$ cat src/rtl/cpu_pkg.sv
// Shared pipeline types for the hazard controller: per-stage destination metadata,
// forwarding-select encodings and the bubble record.
package cpu_pkg;

  typedef struct packed {
    logic       valid;
    logic [4:0] rd;
    logic       we;
    logic       is_load;
    logic       is_mem;
  } stage_info_t;

  localparam logic [1:0] FWD_RF = 2'd0;
  localparam logic [1:0] FWD_M  = 2'd1;
  localparam logic [1:0] FWD_W  = 2'd2;

  localparam stage_info_t BUBBLE = '0;

  // x0 is hard-wired zero, so a write to it is never a forwarding source.
  function automatic logic writes_reg(input stage_info_t s, input logic [4:0] idx);
    return s.valid && s.we && (s.rd == idx) && (idx != 5'd0);
  endfunction

endpackage

$ cat src/rtl/hazard_ctrl_if.sv
// D-stage decode fields and E/M status into the hazard controller, pipeline control
// back out. The pipeline side drives through master; the controller uses slave.
interface hazard_ctrl_if;
  logic       D_valid;
  logic [4:0] D_rs1_index;
  logic [4:0] D_rs2_index;
  logic       D_rs1_used;
  logic       D_rs2_used;
  logic [4:0] D_rd_index;
  logic       D_rd_we;
  logic       D_is_load;
  logic       D_is_mem;
  logic       E_jb;
  logic       dmem_ready;

  logic       stall;
  logic       jb;
  logic       freeze;
  logic [1:0] fwd_rs1_sel;
  logic [1:0] fwd_rs2_sel;
  logic       mem_timeout;

  modport master (
    output D_valid, D_rs1_index, D_rs2_index, D_rs1_used, D_rs2_used,
           D_rd_index, D_rd_we, D_is_load, D_is_mem, E_jb, dmem_ready,
    input  stall, jb, freeze, fwd_rs1_sel, fwd_rs2_sel, mem_timeout
  );

  modport slave (
    input  D_valid, D_rs1_index, D_rs2_index, D_rs1_used, D_rs2_used,
           D_rd_index, D_rd_we, D_is_load, D_is_mem, E_jb, dmem_ready,
    output stall, jb, freeze, fwd_rs1_sel, fwd_rs2_sel, mem_timeout
  );
endinterface

$ cat src/rtl/fwd_sel.sv
// Forwarding select for one source operand; purely combinational, M beats W,
// loads in M cannot forward because their data is not ready yet.
module fwd_sel
  import cpu_pkg::*;
(
  input  logic [4:0]  src_i,
  input  stage_info_t m_i,
  input  stage_info_t w_i,
  output logic [1:0]  sel_o
);

  logic unused_fields;
  assign unused_fields = m_i.is_mem ^ w_i.is_load ^ w_i.is_mem;

  always_comb begin
    sel_o = FWD_RF;
    if (writes_reg(m_i, src_i) && !m_i.is_load) begin
      sel_o = FWD_M;
    end else if (writes_reg(w_i, src_i)) begin
      sel_o = FWD_W;
    end
  end

endmodule

$ cat src/rtl/hazard_ctrl.sv
// Hazard/flush controller: all outputs combinational from E/M/W shadows and inputs (0 latency);
// a stalled dmem access freezes every shadow, with a sticky timeout after WAIT_MAX frozen cycles.
module hazard_ctrl
  import cpu_pkg::*;
#(
  parameter int unsigned WAIT_MAX = 15,
  parameter int unsigned CNT_W    = 4
) (
  input  logic         clk,
  input  logic         rst,
  hazard_ctrl_if.slave hz
);

  stage_info_t e_q, e_d;
  stage_info_t m_q, m_d;
  stage_info_t w_q, w_d;
  logic [CNT_W-1:0] cnt_q, cnt_d;
  logic             timeout_q, timeout_d;

  logic freeze;
  logic load_use;
  logic flush;
  logic stall;

  always_comb begin
    freeze = m_q.valid && m_q.is_mem && !hz.dmem_ready;

    load_use = e_q.valid && e_q.is_load && e_q.we && (e_q.rd != 5'd0) && hz.D_valid &&
               ((hz.D_rs1_used && (hz.D_rs1_index == e_q.rd)) ||
                (hz.D_rs2_used && (hz.D_rs2_index == e_q.rd)));

    // Priority freeze > flush > stall; a masked event is simply seen again next cycle.
    flush = !freeze && hz.E_jb;
    stall = !freeze && !hz.E_jb && load_use;
  end

  always_comb begin
    cnt_d = '0;
    if (freeze) begin
      cnt_d = (cnt_q == CNT_W'(WAIT_MAX)) ? cnt_q : cnt_q + CNT_W'(1);
    end
    timeout_d = timeout_q || (freeze && (cnt_d == CNT_W'(WAIT_MAX)));
  end

  always_comb begin
    e_d = e_q;
    m_d = m_q;
    w_d = w_q;
    if (!freeze) begin
      w_d = m_q;
      m_d = e_q;
      if (flush || stall) begin
        e_d = BUBBLE;
      end else begin
        e_d.valid   = hz.D_valid;
        e_d.rd      = hz.D_rd_index;
        e_d.we      = hz.D_rd_we;
        e_d.is_load = hz.D_is_load;
        e_d.is_mem  = hz.D_is_mem;
      end
    end
  end

  always_ff @(posedge clk) begin
    if (rst) begin
      e_q       <= BUBBLE;
      m_q       <= BUBBLE;
      w_q       <= BUBBLE;
      cnt_q     <= '0;
      timeout_q <= 1'b0;
    end else begin
      e_q       <= e_d;
      m_q       <= m_d;
      w_q       <= w_d;
      cnt_q     <= cnt_d;
      timeout_q <= timeout_d;
    end
  end

  fwd_sel u_fwd_rs1 (
    .src_i (hz.D_rs1_index),
    .m_i   (m_q),
    .w_i   (w_q),
    .sel_o (hz.fwd_rs1_sel)
  );

  fwd_sel u_fwd_rs2 (
    .src_i (hz.D_rs2_index),
    .m_i   (m_q),
    .w_i   (w_q),
    .sel_o (hz.fwd_rs2_sel)
  );

  assign hz.stall       = stall;
  assign hz.jb          = flush;
  assign hz.freeze      = freeze;
  assign hz.mem_timeout = timeout_d;

endmodule

$ cat src/flat_wrapper.sv
// flat-port wrapper written by rule: the top's interface ports become plain ports
module hazard_ctrl_flat import cpu_pkg::*;
#(
  parameter int unsigned WAIT_MAX = 15,
  parameter int unsigned CNT_W    = 4
)
  (clk, rst, hz_D_valid, hz_D_rs1_index, hz_D_rs2_index, hz_D_rs1_used, hz_D_rs2_used, hz_D_rd_index, hz_D_rd_we, hz_D_is_load, hz_D_is_mem, hz_E_jb, hz_dmem_ready, hz_stall, hz_jb, hz_freeze, hz_fwd_rs1_sel, hz_fwd_rs2_sel, hz_mem_timeout);
  hazard_ctrl_if hz_i ();
  input  logic clk;
  input  logic rst;
  input wire logic [$bits(hz_i.D_valid)-1:0] hz_D_valid;
  input wire logic [$bits(hz_i.D_rs1_index)-1:0] hz_D_rs1_index;
  input wire logic [$bits(hz_i.D_rs2_index)-1:0] hz_D_rs2_index;
  input wire logic [$bits(hz_i.D_rs1_used)-1:0] hz_D_rs1_used;
  input wire logic [$bits(hz_i.D_rs2_used)-1:0] hz_D_rs2_used;
  input wire logic [$bits(hz_i.D_rd_index)-1:0] hz_D_rd_index;
  input wire logic [$bits(hz_i.D_rd_we)-1:0] hz_D_rd_we;
  input wire logic [$bits(hz_i.D_is_load)-1:0] hz_D_is_load;
  input wire logic [$bits(hz_i.D_is_mem)-1:0] hz_D_is_mem;
  input wire logic [$bits(hz_i.E_jb)-1:0] hz_E_jb;
  input wire logic [$bits(hz_i.dmem_ready)-1:0] hz_dmem_ready;
  output wire logic [$bits(hz_i.stall)-1:0] hz_stall;
  output wire logic [$bits(hz_i.jb)-1:0] hz_jb;
  output wire logic [$bits(hz_i.freeze)-1:0] hz_freeze;
  output wire logic [$bits(hz_i.fwd_rs1_sel)-1:0] hz_fwd_rs1_sel;
  output wire logic [$bits(hz_i.fwd_rs2_sel)-1:0] hz_fwd_rs2_sel;
  output wire logic [$bits(hz_i.mem_timeout)-1:0] hz_mem_timeout;
  assign hz_i.D_valid = hz_D_valid;
  assign hz_i.D_rs1_index = hz_D_rs1_index;
  assign hz_i.D_rs2_index = hz_D_rs2_index;
  assign hz_i.D_rs1_used = hz_D_rs1_used;
  assign hz_i.D_rs2_used = hz_D_rs2_used;
  assign hz_i.D_rd_index = hz_D_rd_index;
  assign hz_i.D_rd_we = hz_D_rd_we;
  assign hz_i.D_is_load = hz_D_is_load;
  assign hz_i.D_is_mem = hz_D_is_mem;
  assign hz_i.E_jb = hz_E_jb;
  assign hz_i.dmem_ready = hz_dmem_ready;
  assign hz_stall = hz_i.stall;
  assign hz_jb = hz_i.jb;
  assign hz_freeze = hz_i.freeze;
  assign hz_fwd_rs1_sel = hz_i.fwd_rs1_sel;
  assign hz_fwd_rs2_sel = hz_i.fwd_rs2_sel;
  assign hz_mem_timeout = hz_i.mem_timeout;
  hazard_ctrl #(.WAIT_MAX(WAIT_MAX), .CNT_W(CNT_W)) u_core (.clk(clk), .rst(rst), .hz(hz_i));
endmodule
$ cat config.mk
export PLATFORM = sky130hd
export DESIGN_NAME = hazard_ctrl_flat
export DESIGN_NICKNAME = d
export VERILOG_FILES = /design/src/rtl/cpu_pkg.sv /design/src/rtl/hazard_ctrl_if.sv /design/src/rtl/fwd_sel.sv /design/src/rtl/hazard_ctrl.sv /design/src/flat_wrapper.sv
export SDC_FILE = /design/constraint.sdc
export NUM_CORES = 1
export LEC_CHECK = 0
export BUFFER_PORTS_ARGS = -buffer_cell sky130_fd_sc_hd__clkbuf_2
export CORE_MARGIN = 1.5
export CORE_UTILIZATION = 53
export CTS_CLUSTER_DIAMETER = 80
export DETAILED_ROUTE_END_ITERATION = 12
export PLACE_DENSITY = 0.9
export SYNTH_ARGS = -nofsm -noshare
export SYNTH_HDL_FRONTEND = slang
export SYNTH_SLANG_ARGS = --single-unit
export TNS_END_PERCENT = 5
$ cat constraint.sdc
create_clock -name clk -period 1.8 [get_ports clk]
set_input_delay 0.09 -clock clk [delete_from_list [all_inputs] [get_ports clk]]
set_output_delay 0.09 -clock clk [all_outputs]
set_load 0.01 [all_outputs]
==> summary.txt, run 1 <==
Outcome
  – Status: finished with violations
  – Violated checks: setup timing

Pwr
  – PwrDens: 651 nW/um^2
  – Switch share: 25.5%
  – Comb power frac: 12.9%
  – Peak VDD IR: 629 uV
  – Flop pwr share: 54.3%
  – P_int: 952 uW
  – Design Power: 1.28 mW
  – Clock share of power: 32.8%
  – Switching power: 326 uW
  – Static leakage: 0.791 nW

Global routing
  – Pin count of the biggest net entering global routing: 20
  – Vias in the first global route: 1309
  – Antenna violations before repair: 0
  – GRT Util Overall: 25.1%
  – First-pass GRT wire length: 6.01 mm
  – GRT overflow: 0

Hold path
  – Hold depth: 3
  – Worst Hold End: u_core.w_q[8]$_SDFFE_PP0N_
  – Worst min path class: primary input to flop
  – Min-delay src: hz_dmem_ready

Floorplanning
  – Starting Density: 55.3%
  – Die height: 56.4 um
  – Width of the die: 56.4 um
  – Top Ports: 33
  – Core Region: 2730 um^2
  – Die ar.: 3180 um^2
  – Rows: 19

Yosys
  – Area fraction of the dominant cell type after synthesis: 39.7%
  – Post-synthesis cell area: 1510 um^2
  – Count of state elements after synthesis: 30
  – Ys Warns: 0
  – Cell variety after synth: 31
  – Syn Nets: 200
  – Synth area leader: dfxtp_1
  – Synth top area cells: dfxtp_1 (40%), xnor2_1 (15%), nand2_1 (7.7%)
  – Post-synthesis sequential area ratio: 39.7%
  – Mapped Avg Cell Area: 8.69 um^2
  – Synth Instances: 174

Final layout
  – Post-route cell area: 1960 um^2
  – Layout Nets: 252
  – Fin cells: 258
  – Syn-to-layout area delta: 29.9%
  – Diode count: 0
  – Layout cells sized above 1: 27.3%
  – FILL cells: 210

Drt
  – Via count: 1474
  – Via/cell ratio: 5.71
  – DRC violations left: 0
  – DR iter-0 viols: 64
  – DRT Wirelength: 3.87 mm
  – Pre-antenna DRT Iters: 4
  – Post-DRT Antenna Nets: 0
  – Average routed wire per standard cell: 15.0 um

Critical path
  – Data required time of the worst path: 2.07 ns
  – Reg2reg start: u_core.e_q[4]$_SDFFE_PP0N_
  – Critical path class: flop to flop
  – Setup crit end kind: flop
  – Worst path arrival time: 2.07 ns
  – Worst R2R End: u_core.e_q[6]$_SDFFE_PP0N_
  – Peak fanout along the critical path: 9
  – Startpoint class of the critical path: flop
  – R2R cell count: 5
  – Worst reg2reg setup slack: -0.002 ns
  – CP startpoint: u_core.e_q[4]$_SDFFE_PP0N_

Timing
  – Count of final setup violators: 1
  – Post-route minimum period: 1.80 ns
  – Pins Over Slew Limit: 0
  – Least-Margin Pin Slew: 0.457 ns
  – Final hold vios: 0
  – Fin worst setup slack: -0.00155 ns
  – RSZ-0062 raised after global routing: true
  – Max Freq: 555 MHz
  – Relative slew slack: 69.4%
  – Layout Skew: 0.00733 ns
  – Tcrit/Tclk final: 100%

Clock tree
  – CTS buffer count: 5
  – Max clock buf depth: 2
  – CTS Sinks: 30
  – CTS root buf: clkbuf_4
  – Reg clk slew, reported paths: 0.10 ns
  – H-tree levels: 2
  – CTS tree: done
  – Clock latency on the worst-skew pair: 0.33 ns

Place
  – Cell Area, Placed: 1740 um^2
  – Detail Placement HPWL: 2.66 mm
  – RePlAce Congestion: 0.918
  – IO buf count: 32
  – # placed instances: 239

Run
  – MaxCap Viol Count: 0
-- synthesized netlist by cell type --
cell / number
xnor2_1: 26
xor2_1: 5
o21ai_1: 1
nor3_1: 3
ha_1: 1
a31oi_1: 1
nor2_1: 11
nor2b_1: 2
a41o_1: 1
nand2b_4: 1
and2_1: 4
nor4_1: 5
a2111oi_0: 1
nand2_1: 31
nand3_1: 3
and3_1: 1
o211ai_1: 1
nand4_1: 7
o22ai_1: 1
inv_1: 1
mux2i_1: 1
a21oi_1: 13
a22o_1: 9
o21ai_0: 1
nor3b_1: 2
a211oi_4: 1
or4_1: 3
inv_2: 1
nand3b_4: 1
clkbuf_1: 5
dfxtp_1: 30
-- worst max-delay path, cell delays in order, from the launching register on --
cell and delay, ns:
dfxtp_1 0.32, or4_1 0.51, nor2_1 0.15, nor3_2 0.08, a211oi_4 0.43, a22o_1 0.24
-- worst max path at each step --
stage / endpoint / slack [ns]
floorplan: u_core.e_q[0]$_SDFFE_PP0N_ / 0.24
global placement: u_core.e_q[3]$_SDFFE_PP0N_ / 0.22
detailed placement: u_core.e_q[3]$_SDFFE_PP0N_ / 0.14
CTS: hz_mem_timeout / -0.04
global route: u_core.e_q[6]$_SDFFE_PP0N_ / -0.06
finish: u_core.e_q[6]$_SDFFE_PP0N_ / -0.002
-- per-stage QoR --
| step | hold slack, ns | setup TNS (ns) | util, % | setup WS (ns) |
|---|---|---|---|---|
| after CTS | 0.00637 | -0.0419 | 69.5 | -0.0419 |
| after global routing | 0.131 | -0.187 | 71.8 | -0.0590 |
| after detailed placement | 0.304 | 0 | 63.8 | 0.136 |
| final | 0.0941 | -0.00155 | 71.8 | -0.00155 |
| after global placement | 0.303 | 0 | 63.8 | 0.215 |
| after floorplan | 0.180 | 0 | - | 0.242 |
-- power by group through the flow --
| stage | sequential, mW | clock, mW | combinational, mW |
|---|---|---|---|
| after floorplan | 0.709 | 0 | 0.0802 |
| after global placement | 0.711 | 0 | 0.138 |
| after detailed placement | 0.712 | 0 | 0.143 |
| after CTS | 0.696 | 0.427 | 0.159 |
| after global routing | 0.696 | 0.463 | 0.179 |
| final | 0.694 | 0.419 | 0.165 |
-- flip-flops by register name, indices dropped and copies added (netlist names) --
signal            cells
u_core.w_q            7
u_core.cnt_q          4
u_core.timeout_q      1
u_core.m_q            9
u_core.e_q            9
-- kinds of logic after synthesis --
| group | after synthesis | synth area share (%) |
|---|---|---|
| simple gates | 74 | 25.0 |
| xor+xnor | 31 | 18.0 |
| compound gates | 30 | 14.1 |
| flops | 30 | 39.7 |
| buf+inv | 7 | 1.74 |
| mux | 1 | 0.662 |
| fa+ha+maj | 1 | 0.828 |
-- placed cells by master, fill, tap and decap left out, types with 2 or more instances in the layout --
master,netlist,final
clkbuf_2,0,32
clkbuf_4,0,5
dfxtp_4,0,2
or4_1,3,3
xor2_1,5,4
xnor2_1,26,26
and2_1,4,3
nor2b_1,2,2
nor2_1,11,11
nor4_1,5,4
nor3_1,3,2
nand3_1,3,3
dlygate4sd3_1,0,9
a21oi_1,13,13
nand2_1,31,30
nor3b_1,2,2
dfxtp_1,30,28
buf_4,0,9
a22o_1,9,9
nand4_1,7,7
-- layer usage --
metal | up-vias | share of wire (%) | global-route usage, %
met3 | 16 | 7.2 | 6.68
li1 | 715 | - | -
met2 | 66 | 48 | 39.8
met5 | - | 0 | 0
met1 | 677 | 41 | 31.5
met4 | 0 | 3.6 | 12.2
-- area by class of cell --
cell class	instances	area, um^2	area share, %
inverters	2	7.51	0.382
clock buffers	6	51.3	2.61
flip-flops and latches	30	608	31.0
well taps	31	38.8	1.98
repair buffers	50	318	16.2
multi-input cells	137	927	47.2
clock inverters	2	12.5	0.637
-- timing repair --
action / 4_1_cts / 5_1_grt
buffers inserted: 0 / 2
endpoints found under the setup margin: 2 / 8
hold endpoints to repair: 8 / 1
hold buffers: 8 / 1
resized for setup: 4 / 8
cloned: 0 / 0
pin swaps: 0 / 4
Power figures use the tool's default switching activity.
==> inputs of run 2 (changes only) <==
- CORE_UTILIZATION: 53 -> 49
- PLACE_DENSITY: 0.9 -> 0.85
==> run 2 against run 1 <==
Compared with the run above: the run now ends clean; design area fell by 0.70%; highest routed layer unchanged; non-clock buffer count rose by 1; sequential power barely moved; count of clock-buffer cells in the layout rose by 1; global-route usage fell by 1.3 points; via count fell by 3.2%; core utilization fell by 3.5 points; first-iteration DRC count rose by 27%.
==> summary.txt, run 2 (same netlist as run 1, synthesis figures left out) <==
Pwr
  – P_int: 912 uW
  – Switching power: 312 uW
  – Design Power: 1.22 mW
  – Static leakage: 0.787 nW
  – Clock share of power: 29.9%
  – Switch share: 25.5%
  – Flop pwr share: 56.7%
  – Comb power frac: 13.4%
  – PwrDens: 628 nW/um^2
  – Peak VDD IR: 451 uV

Final layout
  – Syn-to-layout area delta: 29.0%
  – Diode count: 0
  – Commonest non-fill, non-tap cell in the layout: clkbuf_2
  – Top Registers: u_core.e_q: 9 flops, u_core.m_q: 9 flops, u_core.w_q: 7 flops
  – Post-route cell area: 1950 um^2
  – Layout Nets: 253
  – Layout cells sized above 1: 26.0%
  – Most frequent cells in the layout: clkbuf_2 (32), nand2_1 (30), dfxtp_1 (28), xnor2_1 (26), a21oi_1 (13)

Floorplanning
  – Rows: 19
  – Top Ports: 33
  – Die ar.: 3430 um^2
  – Die height: 58.5 um
  – Starting Density: 53.0%
  – Width of the die: 58.5 um
  – Core Region: 2850 um^2

Timing
  – Layout Skew: 0.00695 ns
  – Relative slew slack: 72.7%
  – Fin worst setup slack: 0.0465 ns
  – Least-Margin Pin Slew: 0.409 ns
  – Final setup TNS: 0 ns
  – Post-route minimum period: 1.75 ns
  – Final hold vios: 0
  – Pins Over Slew Limit: 0
  – Tcrit/Tclk final: 97.4%
  – RSZ-0062 raised after global routing: true
  – Max Freq: 570 MHz
  – Count of final setup violators: 0

Hold path
  – Worst min path class: primary input to flop

Place
  – IO buf count: 32
  – Detail Placement HPWL: 2.62 mm
  – Setup WS pre-CTS: 0.165 ns
  – RePlAce Congestion: 0.872
  – Cell Area, Placed: 1740 um^2

Global routing
  – Pin count of the biggest net entering global routing: 13
  – GRT overflow: 0
  – GRT Util Overall: 23.8%
  – Vias in the first global route: 1366
  – First-pass GRT wire length: 6.13 mm
  – Antenna violations before repair: 0

Run
  – MaxCap Viol Count: 0

Drt
  – Average routed wire per standard cell: 14.7 um
  – Pre-antenna DRT Iters: 4
  – Post-DRT Antenna Nets: 0
  – DR iter-0 viols: 81
  – Via count: 1427
  – Via/cell ratio: 5.53
  – DRC violations left: 0
  – DRT Wirelength: 3.80 mm

Clock tree
  – Reg clk slew, reported paths: 0.09 ns
  – Max clock buf depth: 2
  – CTS root buf: clkbuf_4
  – CTS tree: done
  – CTS Sinks: 30
  – Clock latency on the worst-skew pair: 0.33 ns
  – CTS buffer count: 5
  – H-tree levels: 2

Critical path
  – Startpoint class of the critical path: flop
  – Data required time of the worst path: 1.71 ns
  – Peak fanout along the critical path: 5
  – Setup crit end kind: primary output
  – Critical path class: flop to primary output
  – Worst path arrival time: 1.66 ns

Outcome
  – Status: finished clean
run 2: cell types whose count changed in the layout (fill, tap and decap cells not counted):
| cell | change |
|---|---|
| and2_1 | +1 |
| and2_4 | -1 |
| buf_4 | +1 |
| clkbuf_1 | +2 |
| clkbuf_8 | -1 |
| clkinv_2 | -1 |
| clkinvlp_4 | -1 |
run 2: area by class of cell:
type	count	area (um^2)
tap	31	38.8
multi-input combinational	137	925
timing repair buffer	51	325
clock buffer	7	45.0
sequential	30	608
inverter	2	7.51
fill	227	903
run 2: repair_timing:
action                     CTS  global route
setup buffers                0             3
gates resized for setup      7             4
hold buffers                 9             0
hold endpoints to repair     9             0
pin swaps                    2             2
setup endpoints to repair    2             3
run 2: power groups by stage:
| stage | combinational, mW | sequential (mW) | clock, mW |
|---|---|---|---|
| 2_1_floorplan | 0.0802 | 0.709 | 0 |
| 3_3_place_gp | 0.139 | 0.711 | 0 |
| 3_5_place_dp | 0.143 | 0.712 | 0 |
| 4_1_cts | 0.159 | 0.695 | 0.365 |
| 5_1_grt | 0.179 | 0.696 | 0.398 |
| 6_report | 0.164 | 0.694 | 0.366 |
run 2: path summary, 6_finish.rpt:
kind | cells after the start | end | slack (ns) | startpoint
max | 6 | hz_mem_timeout | 0.05 | u_core.cnt_q[0]$_SDFF_PP0_
min | 3 | u_core.w_q[8]$_SDFFE_PP0N_ | 0.10 | hz_dmem_ready
max reg2reg | 5 | u_core.e_q[5]$_SDFFE_PP0N_ | 0.11 | u_core.e_q[4]$_SDFFE_PP0N_
min reg2reg | 2 | u_core.m_q[1]$_SDFFE_PP0N_ | 0.46 | u_core.m_q[1]$_SDFFE_PP0N_
run 2: critical path, cell delays in order, from the launching register on:
cell,delay [ns]
dfxtp_4,0.38
ha_4,0.17
and2_1,0.17
nand2_2,0.11
xor2_2,0.17
a41o_1,0.19
clkbuf_2,0.13
run 2: through the flow:
stage               instances  hold slack, ns  utilization (%)
floorplan                 174           0.180                -
global route              258           0.142             68.3
detailed placement        239           0.305             61.1
finish                    258           0.105             68.3
CTS                       255           0.126             66.8
global placement          239           0.301             61.1
run 2: routing by layer:
layer / vias to the layer above / global-route usage, % / share of wire (%)
li1: 714 / - / -
met1: 656 / 29.1 / 43
met2: 46 / 40.3 / 50
met3: 11 / 5.27 / 5.0
met4: 0 / 9.97 / 2.2
met5: - / 0 / 0
